## config.mk

```make
export PLATFORM = sky130hd
export DESIGN_NAME = max1270_scan_sched
export DESIGN_NICKNAME = d
export VERILOG_FILES = /design/src/rtl/max1270_pkg.sv /design/src/rtl/max1270_prio_pick.sv /design/src/rtl/max1270_scan_sched.sv
export SDC_FILE = /design/constraint.sdc
export NUM_CORES = 1
export LEC_CHECK = 0
export ABC_AREA = 0
export ABC_CLOCK_PERIOD_IN_PS = 2500
export BUFFER_PORTS_ARGS = -buffer_cell sky130_fd_sc_hd__buf_2
export CAP_MARGIN = 40
export CORE_ASPECT_RATIO = 0.9
export CORE_UTILIZATION = 49
export DETAILED_ROUTE_END_ITERATION = 10
export PLACE_DENSITY = 0.76
export SLEW_MARGIN = 10
export SYNTH_ARGS = -nofsm -noshare
export SYNTH_HDL_FRONTEND = slang
export SYNTH_SLANG_ARGS = --single-unit
```

## constraint.sdc

```tcl
create_clock -name s_axil_clk -period 2.5 [get_ports s_axil_clk]
set_input_delay 0.5 -clock s_axil_clk [delete_from_list [all_inputs] [get_ports s_axil_clk]]
set_output_delay 0.5 -clock s_axil_clk [all_outputs]
set_load 0.1 [all_outputs]
```

## src/rtl/max1270_pkg.sv

```systemverilog
// max1270_pkg: shared types for the MAX1270 scan scheduler.
// Holds the FSM state enum, control-byte field layout, START bit and PD code.
package max1270_pkg;

  typedef enum logic [2:0] {
    ST_IDLE,
    ST_WAIT_TICK,
    ST_ISSUE,
    ST_WAIT_RSP,
    ST_NEXT
  } state_t;

  localparam int CMD_START  = 7;
  localparam int CMD_SEL_HI = 6;
  localparam int CMD_SEL_LO = 4;
  localparam int CMD_RNG    = 3;
  localparam int CMD_BIP    = 2;
  localparam int CMD_PD_HI  = 1;
  localparam int CMD_PD_LO  = 0;

  localparam logic       START_BIT = 1'b1;
  localparam logic [1:0] PD_NORMAL = 2'b00;

  function automatic logic [7:0] cmd_byte(
    input logic [2:0] ch,
    input logic       rng,
    input logic       bip
  );
    logic [7:0] b;
    b = '0;
    b[CMD_START]             = START_BIT;
    b[CMD_SEL_HI:CMD_SEL_LO] = ch;
    b[CMD_RNG]               = rng;
    b[CMD_BIP]               = bip;
    b[CMD_PD_HI:CMD_PD_LO]   = PD_NORMAL;
    return b;
  endfunction

endpackage

```

## src/rtl/max1270_prio_pick.sv

```systemverilog
// max1270_prio_pick: lowest enabled channel at or above a pointer.
// Ports: i_mask channel enables, i_ptr start (8 = none left), o_found, o_ch.
module max1270_prio_pick (
  input  logic [7:0] i_mask,
  input  logic [3:0] i_ptr,
  output logic       o_found,
  output logic [2:0] o_ch
);

  // Scan downward so the last hit is the lowest qualifying channel.
  always_comb begin
    o_found = 1'b0;
    o_ch    = 3'd0;
    for (int i = 7; i >= 0; i--) begin
      if (i_mask[i] && (4'(i) >= i_ptr)) begin
        o_found = 1'b1;
        o_ch    = 3'(i);
      end
    end
  end

endmodule

```

## src/rtl/max1270_scan_sched.sv

```systemverilog
// max1270_scan_sched: periodic / triggered MAX1270 channel scan scheduler.
// Ports: s_axil_clk/s_axil_rst (async active-low), i_run/i_trig start control,
//   i_ch_mask/i_rng_bip/i_period config, o_cmd_* control-byte handshake,
//   i_rsp_* phy result, o_smp_* result strobe, o_scan_done/o_busy/o_timeout.
// Optional response watchdog enabled by defining MAX1270_SCHED_TIMEOUT_EN.
module max1270_scan_sched
  import max1270_pkg::*;
#(
  parameter int PERIOD_W       = 24,
  parameter int TIMEOUT_CYCLES = 4096
) (
  input  logic                s_axil_clk,
  input  logic                s_axil_rst,
  input  logic                i_run,
  input  logic                i_trig,
  input  logic [7:0]          i_ch_mask,
  input  logic [15:0]         i_rng_bip,
  input  logic [PERIOD_W-1:0] i_period,
  output logic                o_cmd_valid,
  input  logic                i_cmd_ready,
  output logic [7:0]          o_cmd_byte,
  input  logic                i_rsp_valid,
  input  logic [11:0]         i_rsp_data,
  output logic                o_smp_valid,
  output logic [2:0]          o_smp_ch,
  output logic [11:0]         o_smp_data,
  output logic                o_scan_done,
  output logic                o_busy,
  output logic                o_timeout
);

  state_t              r_state;
  state_t              w_next;
  logic [PERIOD_W-1:0] r_per_cnt;
  logic [PERIOD_W-1:0] w_reload;
  logic [7:0]          r_mask;
  logic [15:0]         r_rng_bip;
  logic [3:0]          r_ptr;
  logic [2:0]          r_ch;
  logic                w_found;
  logic [2:0]          w_pick;
  logic                w_tick;
  logic                w_start;
  logic                w_to_hit;
  logic                w_issue;
  logic                r_smp_valid;
  logic [2:0]          r_smp_ch;
  logic [11:0]         r_smp_data;
  logic                r_done;

  assign w_tick   = (r_per_cnt == '0);
  assign w_reload = (i_period == '0) ? '0
                                     : i_period - PERIOD_W'(1);

  // Trigger wins in IDLE; once busy only the period tick restarts a scan.
  assign w_start =
    ((r_state == ST_IDLE) && (i_trig || (i_run && w_tick))) ||
    ((r_state == ST_WAIT_TICK) && i_run && w_tick);

  max1270_prio_pick u_pick (
    .i_mask  (r_mask),
    .i_ptr   (r_ptr),
    .o_found (w_found),
    .o_ch    (w_pick)
  );

`ifdef MAX1270_SCHED_TIMEOUT_EN
  localparam int TO_W = $clog2(TIMEOUT_CYCLES + 1);

  logic [TO_W-1:0] r_to_cnt;
  logic            r_timeout;

  always_ff @(posedge s_axil_clk or negedge s_axil_rst) begin
    if (!s_axil_rst) begin
      r_to_cnt <= '0;
    end else if (r_state != ST_WAIT_RSP) begin
      r_to_cnt <= '0;
    end else begin
      r_to_cnt <= r_to_cnt + TO_W'(1);
    end
  end

  // A response in the final cycle still wins over the watchdog.
  assign w_to_hit = (r_state == ST_WAIT_RSP) && !i_rsp_valid &&
                    (r_to_cnt == TO_W'(TIMEOUT_CYCLES - 1));

  always_ff @(posedge s_axil_clk or negedge s_axil_rst) begin
    if (!s_axil_rst) begin
      r_timeout <= 1'b0;
    end else if (w_start) begin
      r_timeout <= 1'b0;
    end else if (w_to_hit) begin
      r_timeout <= 1'b1;
    end
  end

  assign o_timeout = r_timeout;
`else
  assign w_to_hit  = 1'b0;
  assign o_timeout = 1'b0;
`endif

  always_ff @(posedge s_axil_clk or negedge s_axil_rst) begin
    if (!s_axil_rst) begin
      r_state <= ST_IDLE;
    end else begin
      r_state <= w_next;
    end
  end

  always_comb begin
    w_next = r_state;
    unique case (r_state)
      ST_IDLE: begin
        if (w_start)    w_next = ST_NEXT;
        else if (i_run) w_next = ST_WAIT_TICK;
      end
      ST_WAIT_TICK: begin
        if (w_start)     w_next = ST_NEXT;
        else if (!i_run) w_next = ST_IDLE;
      end
      ST_NEXT: begin
        w_next = w_found ? ST_ISSUE : ST_IDLE;
      end
      ST_ISSUE: begin
        if (i_cmd_ready) w_next = ST_WAIT_RSP;
      end
      ST_WAIT_RSP: begin
        if (i_rsp_valid)   w_next = ST_NEXT;
        else if (w_to_hit) w_next = ST_IDLE;
      end
      default: w_next = ST_IDLE;
    endcase
  end

  // Period counter parks at zero so a late tick stays pending.
  always_ff @(posedge s_axil_clk or negedge s_axil_rst) begin
    if (!s_axil_rst) begin
      r_per_cnt   <= '0;
      r_mask      <= '0;
      r_rng_bip   <= '0;
      r_ptr       <= '0;
      r_ch        <= '0;
      r_smp_valid <= 1'b0;
      r_smp_ch    <= '0;
      r_smp_data  <= '0;
      r_done      <= 1'b0;
    end else begin
      r_smp_valid <= 1'b0;
      r_done      <= 1'b0;
      if (w_start) begin
        r_per_cnt <= w_reload;
        r_mask    <= i_ch_mask;
        r_rng_bip <= i_rng_bip;
        r_ptr     <= '0;
      end else if (!w_tick) begin
        r_per_cnt <= r_per_cnt - PERIOD_W'(1);
      end
      if (r_state == ST_NEXT) begin
        if (w_found) r_ch   <= w_pick;
        else         r_done <= 1'b1;
      end
      // Pointer reaching 8 after channel 7 leaves nothing to pick.
      if ((r_state == ST_WAIT_RSP) && i_rsp_valid) begin
        r_smp_valid <= 1'b1;
        r_smp_ch    <= r_ch;
        r_smp_data  <= i_rsp_data;
        r_ptr       <= {1'b0, r_ch} + 4'd1;
      end
    end
  end

  assign w_issue     = (r_state == ST_ISSUE);
  assign o_cmd_valid = w_issue;
  assign o_cmd_byte  = w_issue
    ? cmd_byte(r_ch, r_rng_bip[{r_ch, 1'b1}], r_rng_bip[{r_ch, 1'b0}])
    : 8'h00;
  assign o_smp_valid = r_smp_valid;
  assign o_smp_ch    = r_smp_ch;
  assign o_smp_data  = r_smp_data;
  assign o_scan_done = r_done;
  assign o_busy      = (r_state != ST_IDLE);

endmodule

```

==> metrics.yaml, run 1 <==
yosys:
  ys_seq_elements: 75
  ys_seq_area_share_pct: 44.9
  avgSynthCellArea_um2: 9.74
  async_reset_ff_share_pct: 100
  synth_edf_count: 0
  netlist_area_um2: 4180
  yosysUniqueCellTypes: 59
  ys.flop_type: "dfrtp_1"
  synth_warnings: 0
  netlist_instances: 429
power_and_ir_drop:
  finalPower_uw: 6950
  power_density_nw_per_um2: 1360
  power.leakage_uw: 0.00226
  max-vdd-ir-drop_uv: 584
clock_tree:
  numCtsBuffers: 9
  clock_sinks: 75
  clk_pin_slew_ns: 0.08
  cts-hold-fix-buffers: 0
  clock_path_buffers: 2
  cts_tree: "done"
  clk_latency_ns: 0.36
  cts_setup_buffers: 0
  h-tree-depth: 3
  cts-root-buf: "clkbuf_8"
grt:
  overflow: 0
  use_met1_pct: 32.6
  grt_pass1_vias: 3397
  grt_busiest_layer: "met2"
  antenna_found_initial: 0
  use_met3_pct: 6.11
  grt_pass1_wl_um: 16400
  grt_use_met2_pct: 37.6
  grt_max_degree: 33
  groute.usage.overall_pct: 23.9
final_layout:
  layout_common_cells: "84 x buf_2, 74 x dfrtp_1, 68 x nand2_1"
  drive_above_1_share_pct: 32.7
  synthToLayoutAreaGrowth_pct: 22.5
  n_antenna_cell: 0
  fin_util_pct: 62.9
  stdcell_area_um2: 5120
  nNetsFinal: 603
  final_common_cell: "buf_2"
floorplan:
  initial_core_util_pct: 51.3
  fp.dieH_um: 89.6
  die_area_um2: 8910
  rows: 31
  fp.coreArea_um2: 8150
  pin_count: 94
  die_w_um: 99.4
place:
  place_area_um2: 4890
  portBuffers: 90
  finalWeightedCongestion: 0.912
  dp_hpwl_um: 7630
timing:
  slew_viol_final: 0
  hold_violations: 0
  rsz0062_at_grt: "false"
  finalSetupTns_ns: 0
  whs_ns: 0.0768
  worst_pin_slew_ns: 0.500
  maxSlewHeadroom_pct: 66.5
  finClkSkew_ns: 0.00971
  setup_violations: 0
  fmax_mhz: 418
  finalCriticalPeriod_ns: 2.39
  fin_crit_sh_pct: 95.8
run_status:
  status: "finished clean"
worst_setup_path:
  rr_worst_depth: 8
  crit_chain: "mux4_2 > mux2i_1 > nor2_2 > buf_2"
  timing.rr.start: "r_per_cnt[0]$_DFFE_PN0P_"
  max_stage_delay_ns: 0.54
  path_max_fanout: 5
  reg2reg_setup_slack_ns: 0.13
  crit_type: "reg2out"
  slowest_stage: "mux4_2"
  startpoint: "r_ch[0]$_DFFE_PN0P_"
  endpoint_kind: "output port"
  worstPathArrival_ns: 1.89
  critPathLaunchType: "flop"
  worstPathRequired_ns: 2.00
run:
  maxCapViolations: 0
routing:
  avgRoutedWirePerCell_um: 15.9
  route.detailed.drc: 0
  drtIter0Drc: 186
  antenna_left: 0
  viasPerCell: 5.66
  dr_total_vias: 3613
  drt_pass1_iterations: 4
  drt_wl_total_um: 10200
worst_hold_path:
  hp-class: "in2async"
## area by class of cell
type                       instances  area, um2
multi-input combinational        328       2210
clock buffer                      10        128
inverter                           9       37.5
sequential                        75       1880
tap                               99        124
timing repair buffer             111        677
clock inverter                     6       63.8
fill                             685       3020
## cell families (layout without fill, tap and decap cells)
| kind of cell | Yosys count | in the layout | synth area share [%] |
|---|---|---|---|
| other | 1 | 3 | 0.0897 |
| XOR/XNOR | 35 | 35 | 7.33 |
| flip-flops | 75 | 75 | 44.9 |
| AND/OR/NAND/NOR | 184 | 184 | 22.2 |
| multiplexers | 38 | 38 | 11.0 |
| adder cells (fa/ha/maj) | 3 | 3 | 0.898 |
| AO/OA/AOI/OAI | 65 | 65 | 10.4 |
| buffers and inverters | 28 | 136 | 3.14 |
## per-layer routing
layer  up-vias  wire, um
met5         -         0
met2        77      4910
li1       1734         -
met1      1784      4730
met4         0       210
met3        18       317
## Yosys cell counts (all sizes together) (3+ instances only)
master / n / area (um2)
nor3b: 4 / 30.0
or4: 4 / 33.8
and2: 5 / 31.3
o31ai: 7 / 52.6
nor3: 18 / 95.1
mux4: 4 / 90.1
buf: 11 / 67.6
nor4: 8 / 56.3
nor2b: 5 / 31.3
inv: 8 / 30.0
o22ai: 16 / 100
or3: 6 / 37.5
ha: 3 / 37.5
dfrtp: 75 / 1880
nor2: 27 / 109
mux2i: 9 / 90.1
xnor2: 21 / 184
o21ai: 17 / 88.8
mux2: 25 / 282
xor2: 14 / 123
and3: 4 / 25.0
a21oi: 5 / 25.0
nand3: 17 / 85.1
nand2b: 5 / 31.3
nand3b: 3 / 22.5
nand2: 68 / 255
a31oi: 3 / 18.8
clkbuf: 8 / 30.0
## state kept, by name, indices dropped and copies added (netlist names)
| signal | count |
|---|---|
| r_state | 3 |
| r_rng_bip | 16 |
| o_smp_ch | 3 |
| o_smp_data | 12 |
| o_scan_done | 1 |
| o_smp_valid | 1 |
| r_ch | 3 |
| r_per_cnt | 24 |
| r_mask | 8 |
| r_ptr | 4 |
## where the power goes
| group | total (uW) | switching, uW | internal, uW |
|---|---|---|---|
| registers | 2340 | 550 | 1790 |
| logic | 3690 | 2390 | 1290 |
| clock network | 924 | 463 | 461 |
| total | 6950 | 3400 | 3540 |
## critical path: cells and delay by family, from the launching register on
family,cells,cell delay [ns]
buffers and inverters,1,0.29
muxes,2,0.72
DFF,1,0.48
and+or+nand+nor,1,0.04
## what timing repair did
action | in CTS | in global routing
pin swaps | 0 | 1
setup endpoints to repair | 5 | 44
endpoints found under the hold margin | 0 | 0
gates resized for setup | 4 | 8
## through the flow
step / setup WS [ns] / std cells
2_1_floorplan: 0.0857 / 431
3_3_place_gp: 0.161 / 622
3_5_place_dp: 0.106 / 622
4_1_cts: 0.0462 / 638
5_1_grt: 0.00882 / 638
6_report: 0.106 / 638
## worst paths after layout
check,end
max,o_cmd_byte[2]
min,r_mask[2]$_DFFE_PN0N_
max reg2reg,r_per_cnt[0]$_DFFE_PN0P_
min reg2reg,o_smp_data[6]$_DFFE_PN0P_
max in group asynchronous,r_per_cnt[10]$_DFFE_PN0P_
min in group s_axil_clk,o_smp_data[11]$_DFFE_PN0P_
Power figures use the tool's default switching activity.
==> run 2, diff against run 1 <==
Settings changed: PLACE_DENSITY 0.76 to 0.85.
==> run 2 against run 1 <==
  * Clock skew is essentially flat
  * Clock-buffer cell count is the same
  * Global-route usage shrank 0.87 points
  * Final cell count shrank 0.47%
  * Worst hold slack gained 0.084 ns
  * Sequential share of layout area grew 0.13 points
  * Non-clock buffer count shrank 3
  * Maximum frequency shrank 1.9%
  * Design area shrank 0.37%
  * Wire length shrank 1.6%
  * Sequential power is essentially flat
  * Critical path type unchanged
  * Largest power group unchanged
==> metrics.yaml, run 2 (synthesis results as in run 1) <==
clock_tree:
  numCtsBuffers: 9  # unchanged
  cts-root-buf: "clkbuf_8"
  clock_path_buffers: 2  # unchanged
  cts_tree: "done"
  clk_pin_slew_ns: 0.09  # about the same
  h-tree-depth: 3  # unchanged
  clock_sinks: 75  # unchanged
  clk_latency_ns: 0.35  # about the same
  cts_setup_buffers: 0  # unchanged
  cts-hold-fix-buffers: 0  # unchanged
timing:
  slew_viol_final: 0  # unchanged
  finClkSkew_ns: 0.00976  # +0.0000506 ns
  worst_pin_slew_ns: 0.534  # +0.0336 ns
  maxSlewHeadroom_pct: 64.1  # -2.4 points
  whs_ns: 0.161  # +0.0840 ns
  hold_violations: 0  # unchanged
  fin_crit_sh_pct: 97.6  # +1.8 points
  fmax_mhz: 410  # -1.9%
  setup_violations: 0  # unchanged
  finalCriticalPeriod_ns: 2.44  # +0.0459 ns
  setup_ws_ns: 0.0603  # -0.0459 ns
grt:
  grt_max_degree: 76  # +130%
  antenna_found_initial: 0  # unchanged
  groute.usage.overall_pct: 23.0  # -0.87 points
  overflow: 0  # unchanged
  grt_pass1_vias: 3446  # +1.4%
  grt_pass1_wl_um: 16100  # -1.9%
worst_setup_path:
  critPathLaunchType: "flop"
  timing.rr.start: "r_per_cnt[0]$_DFFE_PN0P_"
  endpoint_kind: "output port"
  reg2reg_setup_slack_ns: 0.17  # +0.04 ns
  cp-endpoint: "o_cmd_byte[2]"
  worstPathRequired_ns: 2.00  # about the same
  path_max_fanout: 5  # unchanged
  startpoint: "r_ch[0]$_DFFE_PN0P_"
  r2r_end: "r_mask[6]$_DFFE_PN0N_"
  crit_type: "reg2out"
  worstPathArrival_ns: 1.94  # +0.05 ns
  rr_worst_depth: 7  # -1
power_and_ir_drop:
  power_density_nw_per_um2: 1380  # +1.8%
  max-vdd-ir-drop_uv: 910  # +56%
  power.leakage_uw: 0.00225  # -0.30%
routing:
  drtIter0Drc: 144  # -23%
  avgRoutedWirePerCell_um: 15.8  # -1.1%
  route.detailed.drc: 0  # unchanged
  dr_total_vias: 3617  # +0.11%
  drt_pass1_iterations: 4  # unchanged
  drt_wl_total_um: 10000  # -1.6%
  viasPerCell: 5.70  # +0.58%
  antenna_left: 0  # unchanged
final_layout:
  nNetsFinal: 600  # -0.50%
  drive_above_1_share_pct: 32.1  # -0.56 points
  n_antenna_cell: 0  # unchanged
  largest_reg_flops: 24  # unchanged
  stdcell_area_um2: 5100  # -0.37%
  top_register: "r_per_cnt"
  layout_common_cells: "86 x buf_2, 74 x dfrtp_1, 68 x nand2_1"
  fin_cells: 635  # -0.47%
  final_common_cell: "buf_2"
  synthToLayoutAreaGrowth_pct: 22.1
floorplan:
  rows: 31  # unchanged
  initial_core_util_pct: 51.3  # unchanged
  pin_count: 94  # unchanged
  fp.dieH_um: 89.6  # unchanged
  die_area_um2: 8910  # unchanged
  fp.coreArea_um2: 8150  # unchanged
  die_w_um: 99.4  # unchanged
run_status:
  status: "finished clean"
place:
  place_inst: 619  # -0.48%
  finalWeightedCongestion: 0.879  # -3.6%
  place_area_um2: 4860  # -0.51%
  place_worst_setup_slack_ns: 0.0830  # -0.0228 ns
  portBuffers: 90  # unchanged
  dp_hpwl_um: 7450  # -2.3%
run:
  maxCapViolations: 0  # unchanged
worst_hold_path:
  hp-class: "in2async"
run 2: report_power, final:
part	leakage [uW]	internal, uW	switching, uW
Clock	0.000106	564	460
Combinational	0.00123	1270	2390
Sequential	0.000919	1790	571
Total	0.00225	3630	3420
run 2: per-layer routing:
layer | wire (um) | track usage (%) | vias up
li1 | - | - | 1732
met1 | 4430 | 29.9 | 1775
met2 | 4960 | 39.2 | 93
met3 | 433 | 3.79 | 17
met4 | 184 | 8.82 | 0
met5 | 0 | 0 | -
run 2: worst min-delay path by stage:
stage                                      endpoint  slack (ns)  depth (start not counted)
after floorplan               o_scan_done$_DFF_PN0_        0.20                          0
after detailed placement    o_smp_ch[1]$_DFFE_PN0P_        0.46                          2
after global routing      r_per_cnt[14]$_DFFE_PN0P_        0.19                          2
after CTS                  r_rng_bip[7]$_DFFE_PN0N_        0.18                          2
final                     r_per_cnt[14]$_DFFE_PN0P_        0.16                          2
after global placement    o_smp_data[1]$_DFFE_PN0P_        0.45                          2
run 2: area by class of cell:
| class | instances | area (um2) |
|---|---|---|
| clock inverters | 6 | 90.1 |
| repair buffers | 108 | 646 |
| inverters | 9 | 37.5 |
| flip-flops and latches | 75 | 1880 |
| multi-input cells | 328 | 2200 |
| fillers | 653 | 3040 |
| well taps | 99 | 124 |
| clock buffers | 10 | 128 |
run 2: what timing repair did:
action                     in CTS  in global routing
resized for setup               4                  4
hold endpoints to repair        0                  0
cloned                          0                  0
setup endpoints to repair       4                 26
pin swaps                       0                  1
run 2: stage by stage:
step / util, % / setup TNS [ns] / power [uW]
floorplan: - / 0 / 5110
global placement: 59.7 / 0 / 5820
detailed placement: 59.7 / 0 / 5960
CTS: 62.5 / 0 / 7030
global route: 62.7 / -0.00568 / 7420
finish: 62.7 / 0 / 7040
run 2: worst max-delay path, stage by stage, from the launching register on:
cell and delay (ns):
dfrtp_2 0.47, mux4_2 0.54, mux2i_1 0.23, nor2_2 0.06, clkbuf_4 0.28
